$ cat src/rtl/cp_pkg.sv
// ---------------------------------------------------------------------------
// cp_pkg -- shared definitions for the MAC carry propagator.
//   CP_D_WIDTH     : default limb width W
//   CP_MAC_LATENCY : default multiply-accumulate core latency (ce cycles)
//   cp_state_e     : carry FSM states (RUN accepts limbs, FLUSH emits carry)
// ---------------------------------------------------------------------------
package cp_pkg;

    localparam int CP_D_WIDTH     = 72;
    localparam int CP_MAC_LATENCY = 6;

    typedef enum logic {
        ST_RUN   = 1'b0,
        ST_FLUSH = 1'b1
    } cp_state_e;

endpackage : cp_pkg

$ cat src/rtl/cp_sync_fifo.sv
// ---------------------------------------------------------------------------
// cp_sync_fifo -- single-clock FIFO with an occupancy count.
// Ports:
//   clk, rst          : clock, asynchronous active-high reset
//   push_i, data_i    : write request and data (ignored when full)
//   pop_i             : read request (ignored when empty)
//   data_o            : head entry (meaningful only when !empty_o)
//   empty_o           : no entries held
//   count_o           : number of entries held, 0..DEPTH
// DEPTH must be a power of two so the pointers wrap naturally.
// ---------------------------------------------------------------------------
module cp_sync_fifo #(
    parameter  int WIDTH = 73,
    parameter  int DEPTH = 8,
    localparam int AW    = $clog2(DEPTH),
    localparam int CW    = AW + 1
) (
    input  logic             clk,
    input  logic             rst,
    input  logic             push_i,
    input  logic [WIDTH-1:0] data_i,
    input  logic             pop_i,
    output logic [WIDTH-1:0] data_o,
    output logic             empty_o,
    output logic [CW-1:0]    count_o
);

    logic [WIDTH-1:0] mem_q [DEPTH];
    logic [AW-1:0]    wr_ptr_q;
    logic [AW-1:0]    rd_ptr_q;
    logic [CW-1:0]    count_q;
    logic             full;
    logic             do_push;
    logic             do_pop;

    assign full    = (count_q == CW'(DEPTH));
    assign empty_o = (count_q == '0);
    assign do_push = push_i && !full;
    assign do_pop  = pop_i && !empty_o;
    assign data_o  = mem_q[rd_ptr_q];
    assign count_o = count_q;

    // NOTE: the storage array has no reset; the pointers and count define
    // which entries are live, so stale contents are never observed.
    always_ff @(posedge clk) begin
        if (do_push) begin
            mem_q[wr_ptr_q] <= data_i;
        end
    end

    // NOTE: sequential state is written with <= only, so every flop samples
    // the pre-edge values regardless of statement order.
    always_ff @(posedge clk or posedge rst) begin
        if (rst) begin
            wr_ptr_q <= '0;
            rd_ptr_q <= '0;
            count_q  <= '0;
        end else begin
            if (do_push) wr_ptr_q <= wr_ptr_q + AW'(1);
            if (do_pop)  rd_ptr_q <= rd_ptr_q + AW'(1);
            case ({do_push, do_pop})
                2'b10:   count_q <= count_q + CW'(1);
                2'b01:   count_q <= count_q - CW'(1);
                default: count_q <= count_q;
            endcase
        end
    end

    // The producer throttles itself; a push into a full buffer is a bug.
    push_overflow_a: assert property (@(posedge clk) disable iff (rst) !(push_i && full));

endmodule : cp_sync_fifo

$ cat src/rtl/mac_carry_propagator.sv
// ---------------------------------------------------------------------------
// mac_carry_propagator -- turns a row of 2W-bit MAC partial products into a
// stream of W-bit limbs by adding the running carry to each product, then
// appending the final carry as the row's last limb.
// Ports:
//   clk, sclr          : clock, asynchronous active-high reset
//   in_valid, in_last  : operand issue to the MAC core, final limb of a row
//   in_ready           : issue accepted when in_valid && in_ready (= mac_ce)
//   mac_ce             : clock enable for the MAC core pipeline
//   mac_p              : MAC core product, aligned with the tag pipe output
//   out_limb/valid/last: result limb stream; out_ready pops it
// ---------------------------------------------------------------------------
module mac_carry_propagator #(
    parameter int CP_D_WIDTH  = cp_pkg::CP_D_WIDTH,
    parameter int MAC_LATENCY = cp_pkg::CP_MAC_LATENCY,
    parameter int FIFO_DEPTH  = 8
) (
    input  logic                    clk,
    input  logic                    sclr,
    input  logic                    in_valid,
    input  logic                    in_last,
    output logic                    in_ready,
    output logic                    mac_ce,
    input  logic [2*CP_D_WIDTH-1:0] mac_p,
    output logic [CP_D_WIDTH-1:0]   out_limb,
    output logic                    out_valid,
    output logic                    out_last,
    input  logic                    out_ready
);

    import cp_pkg::*;

    localparam int W     = CP_D_WIDTH;
    localparam int CNT_W = $clog2(FIFO_DEPTH) + 1;
    // Leaves room for one consume push plus the FLUSH push that may follow.
    localparam logic [CNT_W-1:0] CE_LIMIT = CNT_W'(FIFO_DEPTH - 2);

    cp_state_e              state_q, state_d;
    logic [W-1:0]           carry_q, carry_d;
    logic [MAC_LATENCY-1:0] tag_valid_q;
    logic [MAC_LATENCY-1:0] tag_last_q;
    logic [2*W-1:0]         sum;
    logic                   consume;
    logic                   fifo_push;
    logic [W:0]             fifo_wdata;
    logic [W:0]             fifo_head;
    logic                   fifo_empty;
    logic [CNT_W-1:0]       fifo_count;

    assign mac_ce   = (state_q == ST_RUN) && (fifo_count <= CE_LIMIT);
    assign in_ready = mac_ce;

    // The last tag stage describes the product currently on mac_p.
    assign consume = tag_valid_q[MAC_LATENCY-1] && mac_ce;
    // Carry stays below 2^W, so this 2W-bit add cannot overflow.
    assign sum     = mac_p + {{W{1'b0}}, carry_q};

    // Tags advance in lockstep with the MAC core, i.e. only on ce.
    always_ff @(posedge clk or posedge sclr) begin
        if (sclr) begin
            tag_valid_q <= '0;
            tag_last_q  <= '0;
        end else if (mac_ce) begin
            tag_valid_q[0] <= in_valid;
            tag_last_q[0]  <= in_last;
            for (int i = 1; i < MAC_LATENCY; i++) begin
                tag_valid_q[i] <= tag_valid_q[i-1];
                tag_last_q[i]  <= tag_last_q[i-1];
            end
        end
    end

    always_ff @(posedge clk or posedge sclr) begin
        if (sclr) begin
            state_q <= ST_RUN;
            carry_q <= '0;
        end else begin
            state_q <= state_d;
            carry_q <= carry_d;
        end
    end

    // NOTE: every signal driven here gets a default first, so no path
    // leaves one unassigned and no latch is inferred.
    always_comb begin
        state_d    = state_q;
        carry_d    = carry_q;
        fifo_push  = 1'b0;
        fifo_wdata = '0;
        case (state_q)
            ST_RUN: begin
                if (consume) begin
                    fifo_push  = 1'b1;
                    fifo_wdata = {1'b0, sum[W-1:0]};
                    carry_d    = sum[2*W-1:W];
                    if (tag_last_q[MAC_LATENCY-1]) begin
                        state_d = ST_FLUSH;
                    end
                end
            end
            ST_FLUSH: begin
                // mac_ce is low here, so nothing else competes for the push.
                fifo_push  = 1'b1;
                fifo_wdata = {1'b1, carry_q};
                carry_d    = '0;
                state_d    = ST_RUN;
            end
            default: state_d = ST_RUN;
        endcase
    end

    cp_sync_fifo #(
        .WIDTH (W + 1),
        .DEPTH (FIFO_DEPTH)
    ) u_fifo (
        .clk     (clk),
        .rst     (sclr),
        .push_i  (fifo_push),
        .data_i  (fifo_wdata),
        .pop_i   (out_valid && out_ready),
        .data_o  (fifo_head),
        .empty_o (fifo_empty),
        .count_o (fifo_count)
    );

    // Gate the head so the outputs read zero while the buffer is empty.
    assign out_valid = !fifo_empty;
    assign out_limb  = out_valid ? fifo_head[W-1:0] : '0;
    assign out_last  = out_valid && fifo_head[W];

endmodule : mac_carry_propagator

$ cat config.mk
export PLATFORM = sky130hd
export DESIGN_NAME = mac_carry_propagator
export DESIGN_NICKNAME = d
export VERILOG_FILES = /design/src/rtl/cp_pkg.sv /design/src/rtl/cp_sync_fifo.sv /design/src/rtl/mac_carry_propagator.sv
export SDC_FILE = /design/constraint.sdc
export NUM_CORES = 1
export LEC_CHECK = 0
export CORE_ASPECT_RATIO = 1.25
export CORE_UTILIZATION = 35
export CTS_BUF_LIST = sky130_fd_sc_hd__clkbuf_4 sky130_fd_sc_hd__clkbuf_8 sky130_fd_sc_hd__clkbuf_16
export DETAILED_ROUTE_END_ITERATION = 12
export HOLD_SLACK_MARGIN = 0.08
export PLACE_DENSITY = 0.61
export RECOVER_POWER = 25
export SYNTH_ARGS = -nofsm -noshare
export SYNTH_HDL_FRONTEND = slang
export SYNTH_SLANG_ARGS = --single-unit
$ cat constraint.sdc
create_clock -name clk -period 9.5 [get_ports clk]
set_input_delay 1.425 -clock clk [delete_from_list [all_inputs] [get_ports clk]]
set_output_delay 1.425 -clock clk [all_outputs]
set_load 0.02 [all_outputs]
==> results <==
- The run finished, with violations left.
- The checks that failed: DRC, capacitance limit, slew limit.
- The number of buffer cells added on primary ports is between 200 and 250.
- The largest fanout of any net on the critical path is 44.
- The share of the core filled with cells is 0.418.
- After global routing the overflow that remains totals 0.
- The smallest clock period supported by the final layout is computed as roughly 7200 ps.
- For the worst setup path, the data required time is between 8000 and 9000 ps.
- The post-CTS setup buffer count is 0.
- For this run, the register share of the synthesized area comes to 0.611.
- Data arrives at the worst endpoint at 5780 ps.
- For the pin with the worst max-slew slack, the measured transition is just under 3000 ps.
- Internal power comes to 8.27 mW.
- The relative contribution of sequential cells to total power is 0.360.
- The dominant combinational cell family by area after synthesis is multiplexers.
- The number of flops mapped to enable cells by yosys is between 500 and 600.
- The critical path is of the flop to output port type.
- The post-detailed-route via-to-cell ratio is between 5 and 6.
- The number of gates resized after CTS is 0.
- The nature of the critical path startpoint is a flop.
- Setup violations remaining at the end of the flow were counted as 0.
- The clock transition at the registers of the reported paths is roughly 60 ps.
- The total clock buffers created by CTS is 68.
- The relative contribution of combinational cells to total power is 0.431.
- The mean instance size in the synthesized netlist is about 14 µm².
- After floorplanning, the core was divided into about 120 placement rows.
- Ranked by instance count, the synthesized netlist is headed by sky130_fd_sc_hd__edfxtp_1, sky130_fd_sc_hd__nand2_1, sky130_fd_sc_hd__o21ai_0.
- VDD sags by at most around 0.16 mV.
- The class of the tightest hold or removal check is flop to flop.
- For this design, the sink count on the clock tree is 679.
- Summed over all cells, the static leakage comes to 13.1 nW.
- The number of ports placed on the die boundary is about 230.
- The worst max-slew margin expressed relative to the limit is -0.962.
- The final instance area is between 30000 and 40000 µm².
- Overall power consumption after layout is estimated at between 10 and 15 mW.
- In this run the cell area of the synthesized design comes to 32600 µm².
- The share of the synthesized area in compound gates (AO/OA/AOI/OAI) is 0.0789.
- The initial utilization of the core area, before any placement, comes to 0.355.
- During synthesis, Yosys emitted a total of 0 warnings.
- Counting flops with an async set or reset pin after synthesis yields a share of 0.140.
- The level count of the clock H-tree is 3.
- The number of global-route vias before repair is 21698.
- The post-synth net total is roughly 2600.
- The clock network power share is 0.209.
- The global-route usage over all layers is 0.206.
- The number of nets in the layout is ~2800.
- After detailed routing, the average wire length per cell comes to approximately 26 µm.
- The number of vias in the routed layout is ~21000.
- The fraction of the mapped netlist area in adder cells is 0.0308.
- For this run, the top clock speed supported by timing is roughly 140 MHz.
- The maximum single-stage delay on the critical path is between 1500 and 2000 ps.
- Traced cell by cell, the critical path runs through nor4_1 -> clkbuf_1 -> clkbuf_1 -> nor2_1 -> clkdlybuf4s50_1.
- The storage element area is between 15000 and 20000 µm².
- The family with the most delay on the worst path is buffers and inverters.
- The multiplexer fraction of the synthesized cell area is 0.128.
- The detailed router finished its first iteration with between 2000 and 2500 violations.
- The initial antenna violation count is 10.
- Counting distinct cell types in the post-synthesis netlist gives 75.
- The placeable core region is slightly above 90000 µm².
- For this design the ratio of total power to cell area is around 350 nW/µm².
- In the final timing run, aggregate negative setup slack is 0 ps.
- Across the run, the number of max-cap violations was 15.
- The leading area contributor after synthesis is sky130_fd_sc_hd__edfxtp_1.
- The latest clock arrival within the worst-skew pair is ~640 ps.
- In the synthesized netlist, the number of instances is between 2000 and 2500.
- The area of combinational cells with multiple inputs is about 12000 µm².
- The most used flip-flop cell after synthesis is sky130_fd_sc_hd__edfxtp_1.
- The post-synthesis register bit count is approximately 680.
- The slowest stage cell on the critical path is sky130_fd_sc_hd__clkbuf_1.
- The deepest clock path buffer count is 3.
- The instance area at placement is approximately 36000 µm².
- For this block, the routed nets add up to 97300 µm of wire.
- The layout overhead on the synthesized area is 17.8%.
- The HPWL after detailed placement is roughly 67000 µm.
- The post-cts hold buffer count is 0.
- The die covers approximately 94000 µm².
- The remaining design rule violation count is 15.
- In the post-synthesis netlist, the cell with the most instances is sky130_fd_sc_hd__edfxtp_1.
- The fraction of power spent switching nets is 0.381.
- The buffering stage count on the worst path with inverters included is 3.
- After filler insertion, the fill cell instance count of the layout stands at between 8000 and 9000.
- The hold violation total from the final report is 0.
- Of the cells placed in the final design, the portion with a size suffix greater than 1 is 0.124.
- From bottom edge to top edge, the die measures between 300 and 400 µm.
- The count of antenna-violating nets left after detailed routing is 0.
- In the post-synthesis netlist, the biggest area contributors are sky130_fd_sc_hd__edfxtp_1, sky130_fd_sc_hd__mux4_2, sky130_fd_sc_hd__dfrtp_1.
- The cell chosen for the clock root is sky130_fd_sc_hd__clkbuf_16.
- The first-pass detailed-route iteration total is 9.
- The placer congestion estimate is between 0.9 and 1.
- The CTS tree is done.
- The xor/xnor cell area share of the yosys netlist is 0.0379.
- Setup repair after global routing left no endpoint under its margin.
- The type of element capturing the critical path is an output port.
- Entering global routing, the biggest net connects 67 pins.
- On the final layout, the worst hold slack is roughly 500 ps.
- The switching power of the nets is 5.09 mW.
- The cell that appears most often on the critical path is sky130_fd_sc_hd__clkbuf_1.
- The final count of pins violating max slew was roughly 460.
- The die is approximately 270 µm wide.
- Between clock sinks in the finished design, the worst skew comes to roughly 33 ps.
- The final critical-path share of the clock period is 0.758.
- Of the total synthesized cell area, the portion taken by AND, OR, NAND and NOR gates is 0.0936.
- The global-route wire length before repair is ~140000 µm.
- Of the post-synthesis cell area, the dominant cell type holds 0.538.
## layout make-up
cell class	count	share of cell area
well taps	1197	0.0390
flip-flops and latches	679	0.519
multi-input cells	1515	0.315
clock inverters	45	0.0128
repair buffers	256	0.0638
inverters	28	0.00277
clock buffers	78	0.0472
diodes	7	0.000456
## layer usage
layer | GRT usage | routed length [µm] | up-vias | share of wire
met2 | 0.341 | 47500 | 730 | 0.49
met4 | 0.0836 | 3100 | 4 | 0.032
met5 | 0 | 19 | - | 0.00020
met1 | 0.270 | 40400 | 10959 | 0.42
met3 | 0.0316 | 6250 | 135 | 0.064
li1 | - | - | 9498 | -
## logic make-up after synthesis
family                     Yosys count
and+or+nand+nor                    632
adders and majority gates           79
xor gates and xnor gates           141
AOI/OAI and AO/OA                  430
buffers and inverters              156
DFF                                679
muxes                              233
## placed cells by master (no fill, tap or decap), types with 24 or more instances in the layout
cell type / synthesis / layout
sky130_fd_sc_hd__nor2_1: 141 / 140
sky130_fd_sc_hd__o21bai_1: 24 / 24
sky130_fd_sc_hd__o21ai_0: 173 / 173
sky130_fd_sc_hd__a21oi_1: 109 / 109
sky130_fd_sc_hd__edfxtp_1: 584 / 584
sky130_fd_sc_hd__clkbuf_16: 0 / 70
sky130_fd_sc_hd__clkdlybuf4s50_1: 0 / 223
sky130_fd_sc_hd__xor2_1: 54 / 54
sky130_fd_sc_hd__a21o_1: 25 / 25
sky130_fd_sc_hd__nand3_1: 43 / 43
sky130_fd_sc_hd__mux4_2: 146 / 146
sky130_fd_sc_hd__mux2i_1: 73 / 73
sky130_fd_sc_hd__nor3_1: 40 / 38
sky130_fd_sc_hd__nand4_1: 50 / 50
sky130_fd_sc_hd__inv_1: 28 / 27
sky130_fd_sc_hd__nand3b_1: 26 / 26
sky130_fd_sc_hd__ha_1: 77 / 77
sky130_fd_sc_hd__dfrtp_1: 95 / 92
sky130_fd_sc_hd__xnor2_1: 87 / 87
sky130_fd_sc_hd__nand2_1: 224 / 223
## final timing paths
check / end / startpoint / cells after the start / slack (ps)
hold / removal: tag_last_q[3] / tag_last_q[3] / 1 / 500
max in group asynchronous: carry_q[39] / sclr / 3 / 4220
setup / recovery: out_limb[6] / u_fifo.count_o[1] / 5 / 2300
setup reg to reg: u_fifo.mem_q[6][67] / state_q / 5 / 3310
min in group asynchronous: tag_last_q[1] / sclr / 2 / 1860
hold reg to reg: tag_last_q[3] / tag_last_q[3] / 1 / 500
## power groups by stage
stage / clock [mW] / sequential (mW) / combinational (mW)
final: 2.79 / 4.81 / 5.76
after global routing: 2.94 / 4.87 / 6.23
after CTS: 2.83 / 4.81 / 5.84
after detailed placement: 0 / 4.87 / 5.82
after global placement: 0 / 4.83 / 5.75
after floorplan: 0 / 4.57 / 3.90
## through the flow
step / cells / setup WS [ps]
global route: 3805 / 1910
floorplan: 2350 / 2860
CTS: 3798 / 3680
global placement: 3675 / 3310
finish: 3805 / 2300
detailed placement: 3675 / 3160
## flip-flops by register name, indices dropped and copies added (netlist names)
register / flops
u_fifo.rd_ptr_q: 3
u_fifo.wr_ptr_q: 3
tag_last_q: 6
carry_q: 72
tag_valid_q: 6
u_fifo.count_o: 4
state_q: 1
u_fifo.mem_q: 584
Power figures use the tool's default switching activity.
